**config.mk**
```make
export PLATFORM = sky130hd
export DESIGN_NAME = alu_sequencer_flat
export DESIGN_NICKNAME = d
export VERILOG_FILES = /design/src/rtl/alu_sequencer_pkg.sv /design/src/rtl/alu_sequencer_if.sv /design/src/rtl/alu_sequencer_mem_wait_timer.sv /design/src/rtl/alu_sequencer.sv /design/src/flat_wrapper.sv
export SDC_FILE = /design/constraint.sdc
export NUM_CORES = 1
export LEC_CHECK = 0
export CAP_MARGIN = 15
export CORE_AREA = 2 2 69 71
export DETAILED_ROUTE_END_ITERATION = 10
export DIE_AREA = 0 0 71 73
export PLACE_DENSITY = 0.63
export REMOVE_ABC_BUFFERS = 1
export SKIP_CTS_REPAIR_TIMING = 1
export SYNTH_ARGS = -nofsm -noshare
export SYNTH_HDL_FRONTEND = slang
export SYNTH_HIERARCHICAL = 1
export SYNTH_SLANG_ARGS = --single-unit
```
**constraint.sdc**
```tcl
create_clock -name clk -period 2.6 [get_ports clk]
set_input_delay 0.52 -clock clk [delete_from_list [all_inputs] [get_ports clk]]
set_output_delay 0.52 -clock clk [all_outputs]
set_load 0.05 [all_outputs]
```
**src/rtl/alu_sequencer_pkg.sv**
```systemverilog
// Shared constants for the multicycle ALU sequencer: opcodes, field positions, FSM states.
package alu_sequencer_pkg;

    localparam int unsigned DATA_BUS_WIDTH = 16;

    // Instruction field positions within the 16-bit instruction register
    localparam int unsigned OPCODE_MSB = 15;
    localparam int unsigned OPCODE_LSB = 12;
    localparam int unsigned RD_MSB     = 11;
    localparam int unsigned RD_LSB     = 8;
    localparam int unsigned RS_MSB     = 7;
    localparam int unsigned RS_LSB     = 4;
    localparam int unsigned RT_MSB     = 3;
    localparam int unsigned RT_LSB     = 0;

    localparam logic [3:0] INSTR_ADD   = 4'h0;
    localparam logic [3:0] INSTR_ADDI  = 4'h1;
    localparam logic [3:0] INSTR_SUB   = 4'h2;
    localparam logic [3:0] INSTR_AND   = 4'h3;
    localparam logic [3:0] INSTR_OR    = 4'h4;
    localparam logic [3:0] INSTR_XOR   = 4'h5;
    localparam logic [3:0] INSTR_BGEQ  = 4'h6;
    localparam logic [3:0] INSTR_BLEQ  = 4'h7;
    localparam logic [3:0] INSTR_BGT   = 4'h8;
    localparam logic [3:0] INSTR_BLT   = 4'h9;
    localparam logic [3:0] INSTR_BEQ   = 4'hA;
    localparam logic [3:0] INSTR_LOAD  = 4'hB;
    localparam logic [3:0] INSTR_STORE = 4'hC;
    localparam logic [3:0] INSTR_JUMP  = 4'hD;
    localparam logic [3:0] INSTR_NOP   = 4'hE;
    localparam logic [3:0] INSTR_HALT  = 4'hF;

    typedef enum logic [3:0] {
        STATE_FETCH  = 4'd0,
        STATE_DECODE = 4'd1,
        STATE_EXEC   = 4'd2,
        STATE_AWAIT  = 4'd3,
        STATE_WB     = 4'd4,
        STATE_BRANCH = 4'd5,
        STATE_JUMP   = 4'd6,
        STATE_MEM    = 4'd7,
        STATE_WBMEM  = 4'd8,
        STATE_RETIRE = 4'd9,
        STATE_HALTED = 4'd10,
        STATE_FAULT  = 4'd11
    } state_e;

    function automatic logic is_compare(input logic [3:0] op);
        return (op >= INSTR_BGEQ) && (op <= INSTR_BEQ);
    endfunction

    function automatic logic is_mem_op(input logic [3:0] op);
        return (op == INSTR_LOAD) || (op == INSTR_STORE);
    endfunction

endpackage

```
**src/rtl/alu_sequencer_if.sv**
```systemverilog
// Control/status bundle between the sequencer (master) and the datapath/memory side (slave).
interface alu_sequencer_if #(
    parameter int unsigned INSTR_WIDTH      = 16,
    parameter int unsigned RETIRE_CNT_WIDTH = 16
);
    logic [INSTR_WIDTH-1:0]      instr;
    logic                        mem_rdata_valid;
    logic                        mem_ready;
    logic                        alu_flag;
    logic [3:0]                  alu_control;
    logic                        alu_src_b;
    logic                        ir_write;
    logic                        pc_write;
    logic                        pc_src;
    logic                        mem_read;
    logic                        mem_write;
    logic                        reg_write;
    logic                        wb_src;
    logic                        halted;
    logic                        fault;
    logic [RETIRE_CNT_WIDTH-1:0] retired;

    modport master (
        input  instr, mem_rdata_valid, mem_ready, alu_flag,
        output alu_control, alu_src_b, ir_write, pc_write, pc_src, mem_read, mem_write,
               reg_write, wb_src, halted, fault, retired
    );

    modport slave (
        output instr, mem_rdata_valid, mem_ready, alu_flag,
        input  alu_control, alu_src_b, ir_write, pc_write, pc_src, mem_read, mem_write,
               reg_write, wb_src, halted, fault, retired
    );

endinterface

```
**src/rtl/alu_sequencer_mem_wait_timer.sv**
```systemverilog
// Memory handshake wait counter; flags expiry when the limit is hit with no ready.
module alu_sequencer_mem_wait_timer
    import alu_sequencer_pkg::*;
#(
    parameter int unsigned MEM_TIMEOUT = 15
) (
    input  logic clk,
    input  logic rst_n,
    input  logic clr_i,
    input  logic ready_i,
    output logic expired_o
);
    localparam int unsigned CntWidth = $clog2(MEM_TIMEOUT + 1);

    logic [CntWidth-1:0] cnt_q, cnt_d;

    // Count idle handshake cycles, saturating at the limit
    always_comb begin
        cnt_d = cnt_q;
        if (clr_i) begin
            cnt_d = '0;
        end else if (!ready_i && (cnt_q != CntWidth'(MEM_TIMEOUT))) begin
            cnt_d = cnt_q + 1'b1;
        end
    end

    // Counter register with synchronous reset
    always_ff @(posedge clk) begin
        if (!rst_n) begin
            cnt_q <= '0;
        end else begin
            cnt_q <= cnt_d;
        end
    end

    assign expired_o = !clr_i && !ready_i && (cnt_q == CntWidth'(MEM_TIMEOUT));

endmodule

```
**src/rtl/alu_sequencer.sv**
```systemverilog
// Multicycle control FSM: sequences fetch, decode, ALU, memory and writeback per instruction.
module alu_sequencer
    import alu_sequencer_pkg::*;
#(
    parameter int unsigned INSTR_WIDTH      = 16,
    parameter int unsigned MEM_TIMEOUT      = 15,
    parameter int unsigned RETIRE_CNT_WIDTH = 16
) (
    input logic             clk,
    input logic             rst_n,
    alu_sequencer_if.master bus
);
    state_e                      state_q, state_d;
    logic [RETIRE_CNT_WIDTH-1:0] retired_q, retired_d;
    logic [INSTR_WIDTH-1:0]      instr_w;
    logic [3:0]                  opcode;
    logic [3:0]                  exec_alu;
    logic                        exec_src_b;
    logic                        wait_clr;
    logic                        expired;
    logic                        unused_bits;

    assign instr_w     = bus.instr;
    assign opcode      = instr_w[INSTR_WIDTH-1 -: 4];
    assign unused_bits = ^{instr_w[INSTR_WIDTH-5:0], bus.mem_rdata_valid};

    // Address generation for LOAD/STORE reuses the adder with the immediate
    assign exec_alu   = is_mem_op(opcode) ? INSTR_ADD : opcode;
    assign exec_src_b = (opcode == INSTR_ADDI) || is_mem_op(opcode);

    // Counter only runs while waiting on a handshake; cleared everywhere else
    assign wait_clr = (state_q != STATE_FETCH) && (state_q != STATE_MEM);

    alu_sequencer_mem_wait_timer #(
        .MEM_TIMEOUT(MEM_TIMEOUT)
    ) u_timer (
        .clk      (clk),
        .rst_n    (rst_n),
        .clr_i    (wait_clr),
        .ready_i  (bus.mem_ready),
        .expired_o(expired)
    );

    // Next-state, retire count and per-state control strobes
    always_comb begin
        state_d         = state_q;
        retired_d       = retired_q;
        bus.alu_control = 4'h0;
        bus.alu_src_b   = 1'b0;
        bus.ir_write    = 1'b0;
        bus.pc_write    = 1'b0;
        bus.pc_src      = 1'b0;
        bus.mem_read    = 1'b0;
        bus.mem_write   = 1'b0;
        bus.reg_write   = 1'b0;
        bus.wb_src      = 1'b0;
        bus.halted      = 1'b0;
        bus.fault       = 1'b0;
        unique case (state_q)
            STATE_FETCH: begin
                bus.mem_read = 1'b1;
                if (bus.mem_ready) begin
                    bus.ir_write = 1'b1;
                    bus.pc_write = 1'b1;
                    state_d      = STATE_DECODE;
                end else if (expired) begin
                    state_d = STATE_FAULT;
                end
            end
            STATE_DECODE: begin
                case (opcode)
                    INSTR_HALT: state_d = STATE_HALTED;
                    INSTR_NOP:  state_d = STATE_RETIRE;
                    INSTR_JUMP: state_d = STATE_JUMP;
                    default:    state_d = STATE_EXEC;
                endcase
            end
            STATE_EXEC: begin
                bus.alu_control = exec_alu;
                bus.alu_src_b   = exec_src_b;
                state_d         = STATE_AWAIT;
            end
            STATE_AWAIT: begin
                // ALU output is registered; hold controls until the result is valid
                bus.alu_control = exec_alu;
                bus.alu_src_b   = exec_src_b;
                if (is_compare(opcode)) begin
                    state_d = STATE_BRANCH;
                end else if (is_mem_op(opcode)) begin
                    state_d = STATE_MEM;
                end else begin
                    state_d = STATE_WB;
                end
            end
            STATE_WB: begin
                bus.reg_write = 1'b1;
                state_d       = STATE_RETIRE;
            end
            STATE_BRANCH: begin
                bus.pc_write = bus.alu_flag;
                bus.pc_src   = bus.alu_flag;
                state_d      = STATE_RETIRE;
            end
            STATE_JUMP: begin
                bus.pc_write = 1'b1;
                bus.pc_src   = 1'b1;
                state_d      = STATE_RETIRE;
            end
            STATE_MEM: begin
                bus.mem_read  = (opcode == INSTR_LOAD);
                bus.mem_write = (opcode == INSTR_STORE);
                if (bus.mem_ready) begin
                    state_d = (opcode == INSTR_LOAD) ? STATE_WBMEM : STATE_RETIRE;
                end else if (expired) begin
                    state_d = STATE_FAULT;
                end
            end
            STATE_WBMEM: begin
                bus.reg_write = 1'b1;
                bus.wb_src    = 1'b1;
                state_d       = STATE_RETIRE;
            end
            STATE_RETIRE: begin
                retired_d = retired_q + 1'b1;
                state_d   = STATE_FETCH;
            end
            STATE_HALTED: bus.halted = 1'b1;
            STATE_FAULT:  bus.fault  = 1'b1;
            default:      state_d    = STATE_FETCH;
        endcase
    end

    // State and retire counter with synchronous active-low reset
    always_ff @(posedge clk) begin
        if (!rst_n) begin
            state_q   <= STATE_FETCH;
            retired_q <= '0;
        end else begin
            state_q   <= state_d;
            retired_q <= retired_d;
        end
    end

    assign bus.retired = retired_q;

endmodule

```
**src/flat_wrapper.sv**
```systemverilog
// flat-port wrapper written by rule: the top's interface ports become plain ports
module alu_sequencer_flat import alu_sequencer_pkg::*;
#(
    parameter int unsigned INSTR_WIDTH      = 16,
    parameter int unsigned MEM_TIMEOUT      = 15,
    parameter int unsigned RETIRE_CNT_WIDTH = 16
)
  (clk, rst_n, bus_instr, bus_mem_rdata_valid, bus_mem_ready, bus_alu_flag, bus_alu_control, bus_alu_src_b, bus_ir_write, bus_pc_write, bus_pc_src, bus_mem_read, bus_mem_write, bus_reg_write, bus_wb_src, bus_halted, bus_fault, bus_retired);
  alu_sequencer_if #(.INSTR_WIDTH(INSTR_WIDTH), .RETIRE_CNT_WIDTH(RETIRE_CNT_WIDTH)) bus_i ();
  input logic clk;
  input logic rst_n;
  input wire logic [$bits(bus_i.instr)-1:0] bus_instr;
  input wire logic [$bits(bus_i.mem_rdata_valid)-1:0] bus_mem_rdata_valid;
  input wire logic [$bits(bus_i.mem_ready)-1:0] bus_mem_ready;
  input wire logic [$bits(bus_i.alu_flag)-1:0] bus_alu_flag;
  output wire logic [$bits(bus_i.alu_control)-1:0] bus_alu_control;
  output wire logic [$bits(bus_i.alu_src_b)-1:0] bus_alu_src_b;
  output wire logic [$bits(bus_i.ir_write)-1:0] bus_ir_write;
  output wire logic [$bits(bus_i.pc_write)-1:0] bus_pc_write;
  output wire logic [$bits(bus_i.pc_src)-1:0] bus_pc_src;
  output wire logic [$bits(bus_i.mem_read)-1:0] bus_mem_read;
  output wire logic [$bits(bus_i.mem_write)-1:0] bus_mem_write;
  output wire logic [$bits(bus_i.reg_write)-1:0] bus_reg_write;
  output wire logic [$bits(bus_i.wb_src)-1:0] bus_wb_src;
  output wire logic [$bits(bus_i.halted)-1:0] bus_halted;
  output wire logic [$bits(bus_i.fault)-1:0] bus_fault;
  output wire logic [$bits(bus_i.retired)-1:0] bus_retired;
  assign bus_i.instr = bus_instr;
  assign bus_i.mem_rdata_valid = bus_mem_rdata_valid;
  assign bus_i.mem_ready = bus_mem_ready;
  assign bus_i.alu_flag = bus_alu_flag;
  assign bus_alu_control = bus_i.alu_control;
  assign bus_alu_src_b = bus_i.alu_src_b;
  assign bus_ir_write = bus_i.ir_write;
  assign bus_pc_write = bus_i.pc_write;
  assign bus_pc_src = bus_i.pc_src;
  assign bus_mem_read = bus_i.mem_read;
  assign bus_mem_write = bus_i.mem_write;
  assign bus_reg_write = bus_i.reg_write;
  assign bus_wb_src = bus_i.wb_src;
  assign bus_halted = bus_i.halted;
  assign bus_fault = bus_i.fault;
  assign bus_retired = bus_i.retired;
  alu_sequencer #(.INSTR_WIDTH(INSTR_WIDTH), .MEM_TIMEOUT(MEM_TIMEOUT), .RETIRE_CNT_WIDTH(RETIRE_CNT_WIDTH)) u_core (.clk(clk), .rst_n(rst_n), .bus(bus_i));
endmodule
```
Word level (Yosys, flattened, before mapping)

Index checks and enable logic that the tools add are counted.

Register bits: 24
Memory bits (writable): 0
Memories kept: 0
Bits in read-only memories: 0
Output and inout port bits: 30
Bits in latches: 0
Logic and storage cells: 65
Bits of input ports: 21

Reduce and logical (&&, ||, !) cells: 16
Multiplexer cells: 21
Divide/modulo/power cells: 0
Multiply operators: 0
Bitwise logic cells: 1
Add/sub/neg operators: 2
Magnitude comparators: 2
Eq/ne operators: 20
Shifts and indexed selects: 0

Operator list:

| operator              | number |
|---|---|
| $eq 4x4->1 const B    | 10 |
| $pmux 4 s7            | 1 |
| $mux 4                | 6 |
| $add 16x1->16 const B | 1 |
| $eq 4x3->1 const B    | 4 |
| $pmux 4 s3            | 1 |
| $mux 1                | 9 |
| $eq 4x1->1 const B    | 2 |
| $eq 4x2->1 const B    | 2 |
| $reduce_or 2->1       | 4 |
| $logic_and 1x1->1     | 5 |
| $add 4x1->4 const B   | 1 |
| $ge 4x3->1 const B    | 1 |
| $le 4x4->1 const B    | 1 |
| $logic_not 4->1       | 1 |
| $ne 4x3->1 const B    | 1 |
| $ne 4x4->1 const B    | 1 |
| $pmux 1 s2            | 2 |
| $reduce_bool 4->1     | 1 |
| $reduce_or 4->1       | 1 |
| $pmux 1 s3            | 1 |
| $logic_not 1->1       | 2 |
| $logic_or 1x1->1      | 2 |
| $mux 2                | 1 |
| $not 1->1             | 1 |

Depth between registers and ports, before layout

Word-level depth: 8
Depth in mapped cells: 8
Mapped depth without buffers: 7

Hierarchy

The synthesis kept the hierarchy.

By module, submodules not included:

| module                       | instances | cells each | area each (um^2) | seq. area each (um^2) |
|---|---|---|---|---|
| alu_sequencer                | 1         | 164        | 1280.0           | 400.4 |
| alu_sequencer_mem_wait_timer | 1         | 21         | 201.4            | 80.1 |

Least setup slack after synthesis

Ideal clock, no wire load.

Path type: input port to output port
Start: input bus_instr[15]
End: output bus_mem_write
Path buffers: 1
Data required time: 2080 ps
Data arrival time: 2205 ps
Setup slack: -125 ps
Stages: 4
Path through: clkbuf_1 nand2_1 or3_1 nor3_1

Cells in the longest elaborated chain, start to end: 2

RTL lines:

| element     | RTL line             | text |
|---|---|---|
| from (decl) | flat_wrapper.sv:12   | `input wire logic [$bits(bus_i.instr)-1:0] bus_instr;` |
| $eq 4x4->1  | alu_sequencer.sv:111 | `bus.mem_write = (opcode == INSTR_STORE);` |
| $mux 1      | alu_sequencer.sv:59  | `unique case (state_q)` |
| to (decl)   | flat_wrapper.sv:22   | `output wire logic [$bits(bus_i.mem_write)-1:0] bus_mem_write;` |

No other way between the ends.

Worst setup path after layout

Start: input bus_instr[12]
End: output bus_alu_src_b

Cells in the longest elaborated chain, start to end: 4

RTL lines:

| element            | RTL line                | text |
|---|---|---|
| $eq 4x4->1         | alu_sequencer_pkg.sv:53 | `return (op == INSTR_LOAD) \|\| (op == INSTR_STORE);` |
| $logic_or 1x1->1   | alu_sequencer_pkg.sv:53 |  |
| $logic_or 1x1->1 * | alu_sequencer.sv:29     | `assign exec_src_b = (opcode == INSTR_ADDI) \|\| is_mem_op(opcode);` |
| $mux 1 *           | alu_sequencer.sv:59     |  |
| to (decl)          | flat_wrapper.sv:17      | `output wire logic [$bits(bus_i.alu_src_b)-1:0] bus_alu_src_b;` |

Every way passes the cells marked *; elsewhere a longest branch is shown, timed or not.

==> qor.csv <==
metric,value,unit
powerDensity,677,nW/um^2
synthMuxAreaShare,2.70,%
cp.arrival,2030,ps
async_flop_share,0,%
yosys.area_share.xor_xnor,4.73,%
final_core_util,47.0,%
wl_per_cell,12.9,um
core_area,4540,um^2
yosysSeqAreaShare,32.4,%
regToRegSetupSlack,520,ps
grt_max_degree,15,
firstDrtPassIters,4,
antenna_found_initial,0,
synthAdderAreaFrac,1.69,%
setup_viol,0,
endpoint_kind,primary output,
syn2layout_area_growth,43.8,%
io_pins,51,
whs,493,ps
num_vias,1528,
grt_pass1_vias,1331,
cts_tree,done,
synth_edf_count,0,
synth_top_family_by_area,simple AND/OR/NAND/NOR gates,
root_buffer,clkbuf_8,
synth-simple-area-share,34.2,%
cp-start-kind,input pin,
synth-seq-cells,24,
timing.final.ws_setup,49.1,ps
maxCapViolations,0,
clock_sinks,24,
die_h,73,um
max_freq,392,MHz
crit_fanout,7,
final.setup.tns,0,ps
critPathKind,input pin to primary output,
p_leak,0.807,nW
fp.dieW,71,um
rows,25,
ys_warn_count,6,
hold_viol,0,
finalWeightedCongestion,0.823,
drt_iter0_markers,56,
drive_gt1_share,14.9,%
grt_pass1_wl,5980,um
wirelength,3650,um
grt-ovfl-total,0,
viasPerCell,5.42,
rsz0062_at_grt,false,
fin_crit_sh,98.1,%
max_slew_margin,66.6,%
netlist_area,1480,um^2
ant_nets,0,
grt_usage,13.9,%
fp.dieArea,5180,um^2
diodes,0,
hold_class,register to register,
synthFlopType,dfxtp_1,
clk_pin_slew,90,ps
netlist_instances,185,
port_buffers,37,
htree_num_levels,1,
clockBufferDepth,2,
yosysTopAreaCell,dfxtp_1,
synth_compound_area_share,19.4,%
cts_buffers,3,
finalMaxSlewViolations,0,
pre_cts_slack,83.4,ps
finClkSkew,3.99,ps
worst_slew_pin_slew,499,ps
synth.avg_cell_area,8.01,um^2
ir_drop,0.298,mV
synth_top_area_share,32.4,%
drc,0,
synth_area_leaders,"dfxtp_1 32%, nor2_1 4.6%, a21oi_1 4.1%",
initial_core_util,32.7,%
dp_hpwl,2650,um
clk_latency,270,ps
crit_required,2080,ps
status,"complete, no violations",
period_needed,2550,ps
yosysUniqueCellTypes,50,
layout_common_cells,"24 x clkdlybuf4s50_1, 24 x dfxtp_1, 18 x nor2_1, 14 x buf_4, 14 x nand2_1",
final_nets,252,
-- synthesized netlist by cell type, drive strengths merged, types with 3 or more instances --
cell type	count
a21oi	12
and2	3
and3	4
and4	3
clkbuf	8
dfxtp	24
inv	8
mux2i	4
nand2	14
nand2b	4
nand3	5
nand4	7
nor2	18
nor3	10
o211ai	5
o21ai	7
or3	6
or4	4
xor2	6
-- logic make-up (layout without fill, tap and decap cells) --
| family | count (synthesis) | count (layout) |
|---|---|---|
| simple gates | 88 | 88 |
| compound gates | 42 | 42 |
| flops | 24 | 24 |
| buf+inv | 17 | 60 |
| xor+xnor | 8 | 8 |
| mux | 4 | 4 |
| fa+ha+maj | 2 | 2 |
-- routing by layer --
layer	vias to the layer above	GRT usage (%)	part of all wire (%)
met2	31	23.3	47
li1	772	-	-
met3	2	1.52	3.9
met1	723	18.6	48
met5	-	0	0
met4	0	5.03	0.74
-- power by group --
group | switching, mW | total (mW) | internal (mW) | leakage (nW)
combinational | 0.371 | 0.660 | 0.289 | 0.577
sequential | 0.0584 | 0.452 | 0.394 | 0.194
clock | 0.124 | 0.330 | 0.206 | 0.0357
-- final cells by class --
type | instances | area, um^2
clock inverter | 1 | 30.0
tap | 54 | 67.6
timing repair buffer | 48 | 546
clock buffer | 3 | 41.3
multi-input combinational | 144 | 936
sequential | 24 | 480
fill | 455 | 2400
inverter | 8 | 30.0
-- critical path, stage by stage --
cell and delay [ps]:
clkdlybuf4s50_1 610, inv_1 90, or3_1 380, a21oi_1 250, buf_12 170
-- flip-flops by register name, summed over array words and instances, names as in the netlist --
name / cells
u_core/state_q: 4
u_core/bus.retired: 16
u_core/u_timer/cnt_q: 4
-- path summary, 6_finish.rpt --
| path | end | depth (start not counted) | startpoint |
|---|---|---|---|
| max reg2reg | u_core/state_q[3] | 7 | u_core/state_q[0] |
| max | bus_alu_src_b | 5 | bus_instr[12] |
| min reg2reg | u_core/bus.retired[15] | 2 | u_core/bus.retired[15] |
| min | u_core/bus.retired[15] | 2 | u_core/bus.retired[15] |
-- stage by stage --
stage	instances	power (mW)	area (um^2)
CTS	282	1.45	2120
global placement	278	1.12	2050
global route	282	1.52	2130
floorplan	176	0.834	1440
finish	282	1.44	2130
detailed placement	278	1.12	2050
Note: power is estimated with default switching activity, not from simulation.
